$ cat config.mk
export PLATFORM = sky130hd
export DESIGN_NAME = rap_vlsa_ctrl
export DESIGN_NICKNAME = d
export VERILOG_FILES = /design/src/rtl/rap_vlsa_ctrl.sv
export SDC_FILE = /design/constraint.sdc
export NUM_CORES = 1
export LEC_CHECK = 0
export CORE_MARGIN = 5
export CORE_UTILIZATION = 35
export CTS_CLUSTER_DIAMETER = 120
export DETAILED_ROUTE_END_ITERATION = 10
export PLACE_DENSITY = 0.61
export SYNTH_ARGS = -nofsm -noshare
export SYNTH_HDL_FRONTEND = slang
export SYNTH_SLANG_ARGS = --single-unit
$ cat constraint.sdc
create_clock -name clk -period 7.06 [get_ports clk]
set_clock_uncertainty 0.15 [all_clocks]
set_input_delay 0.706 -clock clk [delete_from_list [all_inputs] [get_ports clk]]
set_output_delay 0.706 -clock clk [all_outputs]
set_load 0.01 [all_outputs]
$ cat src/rtl/rap_vlsa_ctrl.sv
// Speculative variable-latency adder controller: windowed approximate carry
// sum in one cycle, with optional two-cycle exact repair and saturating stats.
module rap_vlsa_ctrl #(
  parameter int WIDTH = 16,
  parameter int WIN   = 8
) (
  input  logic             clk,
  input  logic             rst_n,
  input  logic             in_valid,
  output logic             in_ready,
  input  logic [WIDTH-1:0] in_a,
  input  logic [WIDTH-1:0] in_b,
  input  logic             in_mode,
  output logic             out_valid,
  input  logic             out_ready,
  output logic [WIDTH:0]   out_sum,
  output logic             out_err,
  output logic             out_fixed,
  input  logic             clr_stats,
  output logic [15:0]      op_cnt,
  output logic [15:0]      err_cnt
);

  localparam int H = WIDTH / 2;

  typedef enum logic [2:0] {IDLE, SPEC, FIX_LO, FIX_HI, RESP} state_t;

  state_t state, state_nxt;

  logic [WIDTH-1:0] a_q, b_q;
  logic             mode_q;
  logic [H-1:0]     lo_sum_q;
  logic             lo_c_q;
  logic [WIDTH:0]   sum_q;
  logic             err_q, fixed_q;
  logic [15:0]      op_cnt_q, err_cnt_q;

  // Carry out of each bit, seeing only the WIN bits below it plus itself.
  function automatic logic [WIDTH-1:0] window_carry(input logic [WIDTH-1:0] p,
                                                    input logic [WIDTH-1:0] g);
    logic [WIDTH-1:0] capx;
    logic             c;
    capx = '0;
    for (int i = 0; i < WIDTH; i++) begin
      c = 1'b0;
      for (int j = 0; j < WIDTH; j++)
        if (j >= i - WIN && j <= i) c = g[j] | (p[j] & c);
      capx[i] = c;
    end
    return capx;
  endfunction

  logic [WIDTH-1:0] p, g, capx;
  logic [WIDTH:0]   approx, exact;
  logic             err;
  logic [H:0]       lo_full, hi_full;

  always_comb begin
    p       = a_q ^ b_q;
    g       = a_q & b_q;
    capx    = window_carry(p, g);
    approx  = {capx[WIDTH-1], p ^ {capx[WIDTH-2:0], 1'b0}};
    exact   = {1'b0, a_q} + {1'b0, b_q};
    err     = (approx != exact);
    lo_full = {1'b0, a_q[H-1:0]} + {1'b0, b_q[H-1:0]};
    hi_full = {1'b0, a_q[WIDTH-1:H]} + {1'b0, b_q[WIDTH-1:H]} + {{H{1'b0}}, lo_c_q};
  end

  always_ff @(posedge clk or negedge rst_n) begin
    if (!rst_n) state <= IDLE;
    else        state <= state_nxt;
  end

  // NOTE: next-state is defaulted to the current state first so no path through
  // the case leaves it unassigned, which would infer a latch.
  always_comb begin
    state_nxt = state;
    unique case (state)
      IDLE:    if (in_valid) state_nxt = SPEC;
      SPEC:    state_nxt = (err && !mode_q) ? FIX_LO : RESP;
      FIX_LO:  state_nxt = FIX_HI;
      FIX_HI:  state_nxt = RESP;
      RESP:    if (out_ready) state_nxt = IDLE;
      default: state_nxt = IDLE;
    endcase
  end

  // NOTE: all state below is updated with non-blocking assignments so every
  // register samples pre-edge values regardless of statement order.
  always_ff @(posedge clk or negedge rst_n) begin
    if (!rst_n) begin
      a_q      <= '0;
      b_q      <= '0;
      mode_q   <= 1'b0;
      lo_sum_q <= '0;
      lo_c_q   <= 1'b0;
      sum_q    <= '0;
      err_q    <= 1'b0;
      fixed_q  <= 1'b0;
    end else begin
      unique case (state)
        IDLE: if (in_valid) begin
          a_q    <= in_a;
          b_q    <= in_b;
          mode_q <= in_mode;
        end
        SPEC: if (!err || mode_q) begin
          sum_q   <= approx;
          err_q   <= err;
          fixed_q <= 1'b0;
        end
        FIX_LO: {lo_c_q, lo_sum_q} <= lo_full;
        FIX_HI: begin
          sum_q   <= {hi_full, lo_sum_q};
          err_q   <= 1'b1;
          fixed_q <= 1'b1;
        end
        default: ;
      endcase
    end
  end

  // Saturating counters; clear wins over a coincident increment.
  always_ff @(posedge clk or negedge rst_n) begin
    if (!rst_n) begin
      op_cnt_q  <= '0;
      err_cnt_q <= '0;
    end else if (clr_stats) begin
      op_cnt_q  <= '0;
      err_cnt_q <= '0;
    end else begin
      if (state == RESP && out_ready && op_cnt_q != 16'hFFFF)
        op_cnt_q <= op_cnt_q + 16'd1;
      if (state == SPEC && err && err_cnt_q != 16'hFFFF)
        err_cnt_q <= err_cnt_q + 16'd1;
    end
  end

  assign in_ready  = (state == IDLE);
  assign out_valid = (state == RESP);
  assign out_sum   = sum_q;
  assign out_err   = err_q;
  assign out_fixed = fixed_q;
  assign op_cnt    = op_cnt_q;
  assign err_cnt   = err_cnt_q;

endmodule
* Yosys cells after proc, flatten, opt, wreduce, memory -nomap -nowiden
Index checks and enable logic that the tools add are counted.
** Storage, ports and cells
- Memories :: 0
- Memory bits (writable) :: 0
- Bits in read-only memories :: 0
- Bits in registers :: 96
- Input port bits :: 38
- Bits in latches :: 0
- Word-level logic and storage cells :: 187
** Cells by class
- Multipliers :: 0
- Reduce and logical (&&, ||, !) cells :: 15
- Muxes and demuxes :: 14
- Shift-type cells :: 0
- Bitwise gates (word level) :: 131
- Equality and inequality tests :: 10
- $add $sub $neg :: 6
- Div/mod/pow operators :: 0
- $lt $le $gt $ge :: 0
** Operators by type and width (count)
- $and 1x1->1 :: 64
- $mux 16 :: 4
- $or 1x1->1 :: 64
- $pmux 17 s2 :: 1
- $add 16x1->16 const B :: 2
- $ne 16x16->1 const B :: 2
- $xor 16x16->16 :: 2
- $add 8x8->9 :: 2
- $add 16x16->17 :: 1
- $mux 17 :: 1
- $ne 17x17->1 :: 1
- $and 16x16->16 :: 1
- $pmux 3 s5 :: 1
- $add 9x1->9 :: 1
- $mux 3 :: 3
- $eq 3x2->1 const B :: 2
- $reduce_and 2->1 :: 3
- $reduce_bool 2->1 :: 3
- $logic_and 1x1->1 :: 5
- $ne 2x2->1 const B :: 2
- $pmux 1 s2 :: 2
- $eq 3x1->1 const B :: 1
- $eq 3x3->1 const B :: 1
- $logic_not 3->1 :: 1
- 4 further kinds :: 6

* Depth between registers and ports, before layout
- Word-level depth :: 23
- Gate-level depth with buffers :: 19

* Worst setup path after synthesis
No wires, ideal clock.
- Path type :: flip-flop to flip-flop
- Start point :: register a_q[0]
- End point :: register err_cnt_q[10] (netlist: err_cnt[10])
- Library setup time :: 0.125 ns
- Data arrival time :: 4.967 ns
- Clock period less this slack :: 5.242 ns
- Cell stages (with the launch flop) :: 19
- Data required time :: 6.785 ns
- Slack :: 1.818 ns
- Path through :: dfrtp_1 ha_1 fa_1 fa_1 inv_1 fa_1 fa_1 fa_1 fa_1 fa_1 fa_1 xor2_1 or3_1 o2111a_1 o2111a_2 and4b_1 buf_6 nor4b_1 mux2_2
** Between the ends
- Word-level cells in the longest chain between the ends :: 22
- Elaborated cells between the ends (all ways) :: 24
- Classes of those cells :: add/sub (1); eq/ne (1); bitwise (19); reduce/logical (3)
** Ends and longest elaborated chain
- from (decl) :: RTL line 30 : logic [WIDTH-1:0] a_q, b_q;
- from (signal assigned) :: RTL line 103 : a_q <= in_a;
- $and 16x16->16 :: RTL line 60 : g = a_q & b_q;
- $and 1x1->1 :: RTL line 47 : if (j >= i - WIN && j <= i) c = g[j] | (p[j] & c);
- $or 1x1->1 :: RTL line 47
- $and 1x1->1 :: RTL line 47
- $or 1x1->1 :: RTL line 47
- $and 1x1->1 :: RTL line 47
- $or 1x1->1 :: RTL line 47
- $and 1x1->1 :: RTL line 47
- (+5 left out)
- $and 1x1->1 :: RTL line 47
- $or 1x1->1 :: RTL line 47
- $and 1x1->1 :: RTL line 47
- $or 1x1->1 :: RTL line 47
- $xor 16x16->16 :: RTL line 62 : approx = {capx[WIDTH-1], p ^ {capx[WIDTH-2:0], 1'b0}};
- $ne 17x17->1 (*) :: RTL line 64 : err = (approx != exact);
- $logic_and 1x1->1 (*) (2 in series) :: RTL line 134 : if (state == SPEC && err && err_cnt_q != 16'hFFFF)
- $reduce_bool 2->1 (no source line) (*)
- to (signal assigned) :: RTL line 135 : err_cnt_q <= err_cnt_q + 16'd1;
- to (decl) :: RTL line 36 : logic [15:0] op_cnt_q, err_cnt_q;
Every way passes the cells marked *; elsewhere a longest branch is shown, timed or not.
A chain may end at the register's enable or synchronous reset.

* Worst setup path in the final report
- Start point :: register b_q[0]
- End point :: register sum_q[12] (netlist: out_sum[12])
** Between the ends
- Word-level cells in the longest chain between the ends :: 23
- Elaborated cells between the ends (all ways) :: 25
- Classes of those cells :: add/sub (1); eq/ne (2); bitwise (19); reduce/logical (3)
** Ends and longest elaborated chain
- from (decl) :: RTL line 30
- from (signal assigned) :: RTL line 104 : b_q <= in_b;
- $and 16x16->16 :: RTL line 60
- $and 1x1->1 :: RTL line 47
- $or 1x1->1 :: RTL line 47
- $and 1x1->1 :: RTL line 47
- $or 1x1->1 :: RTL line 47
- $and 1x1->1 :: RTL line 47
- $or 1x1->1 :: RTL line 47
- $and 1x1->1 :: RTL line 47
- (+7 left out)
- $and 1x1->1 :: RTL line 47
- $or 1x1->1 :: RTL line 47
- $xor 16x16->16 :: RTL line 62
- $ne 17x17->1 (*) :: RTL line 64
- $logic_not 1->1 (*) :: RTL line 107 : SPEC: if (!err || mode_q) begin
- $logic_or 1x1->1 (*) :: RTL line 107
- $ne 2x2->1 (no source line) (*)
- $reduce_and 2->1 (no source line) (*)
- to (signal assigned) :: RTL line 108 : sum_q <= approx;
- to (signal assigned) :: RTL line 114 : sum_q <= {hi_full, lo_sum_q};
- to (decl) :: RTL line 34 : logic [WIDTH:0] sum_q;
Marked as above.

==> summary.txt <==
final setup vio count -> 0
mux contribution to synthesized area -> 11.8%
crit path capture type -> flip-flop
peak supply drop -> 265 uV
vias -> 4623
post-route ant nets -> 0
dominant cells by area after synthesis -> dfrtp_1, mux2_2, ha_1
IO Pins -> 91
cts hold-fix bufs -> 0
Mapped Cells -> 588
post-synthesis register bit count -> 96
largest family of logic cells by synthesized area -> simple AND/OR/NAND/NOR gates
Post-Synth Adder-Cell Area -> 7.12%
PwrDens -> 507 nW/um2
total track usage -> 15.2%
# DRC -> 0
initial antenna violation count -> 0
YS warnings -> 0
clk_lat worst skew -> 0.35 ns
crit path DAT -> 5.88 ns
die area -> 19800 um2
Req. time, crit path -> 7.14 ns
metal3 WL -> 547 um
post-CTS setup buffer count -> 0
critical path cell sequence -> ha_1 > fa_1 > fa_1 > inv_1 > fa_1 > fa_1 > fa_1 > fa_1 > fa_1 > fa_1 > xor2_1 > or3_1 > o2111a_1 > o2111a_2 > nand4b_4 > a21oi_4 > mux2_2
crit-path max FO -> 18
Tcrit/Tclk final -> 82.1%
highest routed layer -> met4
DRT Pass-1 Iters -> 4
Post-Synth Simple-Gate Area -> 17.3%
Placement Setup Slack -> 1.22 ns
diode count -> 0
Final Hold Viols -> 0
status -> finished, final reports clean
root buf cell -> clkbuf_16
starting DRC count in detailed routing -> 388
Post-DP Area -> 6980 um2
largest net degree at the start of global routing -> 50
WL met2 -> 7.00 mm
gp weighted congestion -> 0.883
Slew Limit Fails -> 0
fmax -> 172 MHz
synth unique cells -> 71
Post-synth EDFFs -> 0
CTS Buf Count -> 9
CP max stage cell -> a21oi_4
die height -> 141 um
row count -> 47
xor/xnor share of the synthesized area -> 4.59%
leakage power -> 0.00305 uW
Compound-Gate Fraction of Synth Area -> 14.5%
number of global-route vias before repair -> 4758
post-route cell area -> 7260 um2
worst-case clock buffer depth -> 2
Max-Cap Viols -> 0
crit path kind -> flip-flop to flip-flop
Syn Area/Cell -> 10.2 um2
RSZ-0062 raised after global routing -> no
most frequent cells in the layout -> dfrtp_1, clkdlybuf4s50_1, nor2_1
Hold WC Path Type -> input pin to async pin
Mapped Nets -> 654
DRT met1 WL -> 6.83 mm
post-route minimum period -> 5.80 ns
worst setup margin -> 1.26 ns
Resized Gates After CTS -> 0
CTS tree -> yes
fraction of layout cells with a size suffix above 1 -> 14.4%
synthesized area -> 5970 um2
final setup TNS -> 0 ns
CP peak stage delay -> 0.69 ns
CP startpoint kind -> flip-flop
nets -> 727
total gr overflow -> 0
Filler Cells Inserted -> 1563
commonest non-fill, non-tap cell in the layout -> dfrtp_1
H-tree depth -> 3
Primary FF master, synth -> dfrtp_1
die width -> 141 um
register area share after synthesis -> 40.2%
routed vias/inst -> 5.22
Synth top area share -> 40.2%
async set-or-reset flop fraction in the synthesized netlist -> 100%
initial cell density of the core -> 35.9%
most used cell, CP -> fa_1
first-pass GRT wire length -> 24.7 mm
area delta synth->final -> 21.5%
WL final -> 14.6 mm
Wirelength per Cell -> 16.5 um
DP HPWL -> 11.0 mm
PortBufs -> 90
CTS sink cnt -> 96
Yosys top cell by area -> dfrtp_1
core area -> 16600 um2
CTS clk-pin slew, worst paths -> 0.06 ns
Tightest Pin Transition -> 1.07 ns
Rel. slew slack -> 28.4%
-- layer usage --
layer,vias up,GRT usage [%]
met5,-,0
met4,0,5.20
met2,78,24.6
li1,2231,-
met1,2301,20.9
met3,13,2.24
-- worst max-delay path, delay by kind of cell, from the launching register on --
family                     cells  cell delay (ns)
AOI/OAI and AO/OA              3             1.08
xor gates and xnor gates       1             0.19
adders and majority gates      9             3.16
buffers and inverters          1             0.05
DFF                            1             0.35
muxes                          1             0.42
and+or+nand+nor                2             0.30
-- synthesized netlist by cell type (all sizes together), types with 2 or more instances --
library cell and n:
o21ai 43, nor2 53, nand2 42, o21bai 2, nand2b 7, o31ai 2, nand4b 4, mux2 57
a22oi 2, nand3 23, nor2b 17, a221o 2, and3 9, fa 10, a21oi 43, buf 18
clkbuf 13, a221oi 3, nor4b 4, o21a 4, xor2 15, nand4 13, nor3 4, inv 20
a21o 8, or3 9, a211oi 5, and2 6, ha 18, xnor2 11, mux2i 3, dfrtp 96
o2111a 3, a211o 2
-- area by class of cell --
cell class	count	area, um2	area share (%)
multi-input cells	441	3300	45.5
inverters	20	75.1	1.03
flip-flops and latches	96	2400	33.1
clock inverters	3	43.8	0.603
clock buffers	12	236	3.26
well taps	220	275	3.79
repair buffers	93	921	12.7
-- logic make-up (layout without fill, tap and decap cells) --
group,count (synthesis),in the layout
XOR/XNOR,28,28
multiplexers,60,60
adder cells (fa/ha/maj),28,28
flip-flops,96,96
AND/OR/NAND/NOR,197,197
AO/OA/AOI/OAI,128,128
buffers and inverters,51,128
-- worst paths after layout --
kind | slack [ns] | start | cells past startpoint | endpoint
min in group clk | 0.33 | lo_sum_q[3]$_DFFE_PN0P_ | 1 | lo_sum_q[3]$_DFFE_PN0P_
hold reg to reg | 0.33 | lo_sum_q[3]$_DFFE_PN0P_ | 1 | lo_sum_q[3]$_DFFE_PN0P_
setup / recovery | 1.26 | b_q[0]$_DFFE_PN0P_ | 17 | out_sum[12]$_DFFE_PN0P_
setup reg to reg | 1.26 | b_q[0]$_DFFE_PN0P_ | 17 | out_sum[12]$_DFFE_PN0P_
hold / removal | 0.23 | rst_n | 1 | b_q[9]$_DFFE_PN0P_
max in group asynchronous | 5.49 | rst_n | 2 | out_sum[1]$_DFFE_PN0P_
-- sequential cells by signal (all words and copies together) (netlist names) --
register / flops
b_q: 16
mode_q: 1
op_cnt: 16
a_q: 16
out_sum: 17
lo_sum_q: 8
out_err: 1
state: 3
lo_c_q: 1
out_fixed: 1
err_cnt: 16
-- stage by stage --
step / total power (uW) / std cells / hold slack, ns / util, %
floorplan: 2650 / 588 / 0.260 / -
global placement: 3180 / 870 / 0.315 / 41.9
detailed placement: 3210 / 870 / 0.316 / 41.9
CTS: 3710 / 885 / 0.255 / 43.6
global route: 4000 / 885 / 0.287 / 43.6
finish: 3680 / 885 / 0.230 / 43.6
-- power by group --
part | internal [uW] | switching, uW
combinational | 1090 | 1240
clock | 273 | 204
sequential | 742 | 133
Note: power is estimated with default switching activity, not from simulation.
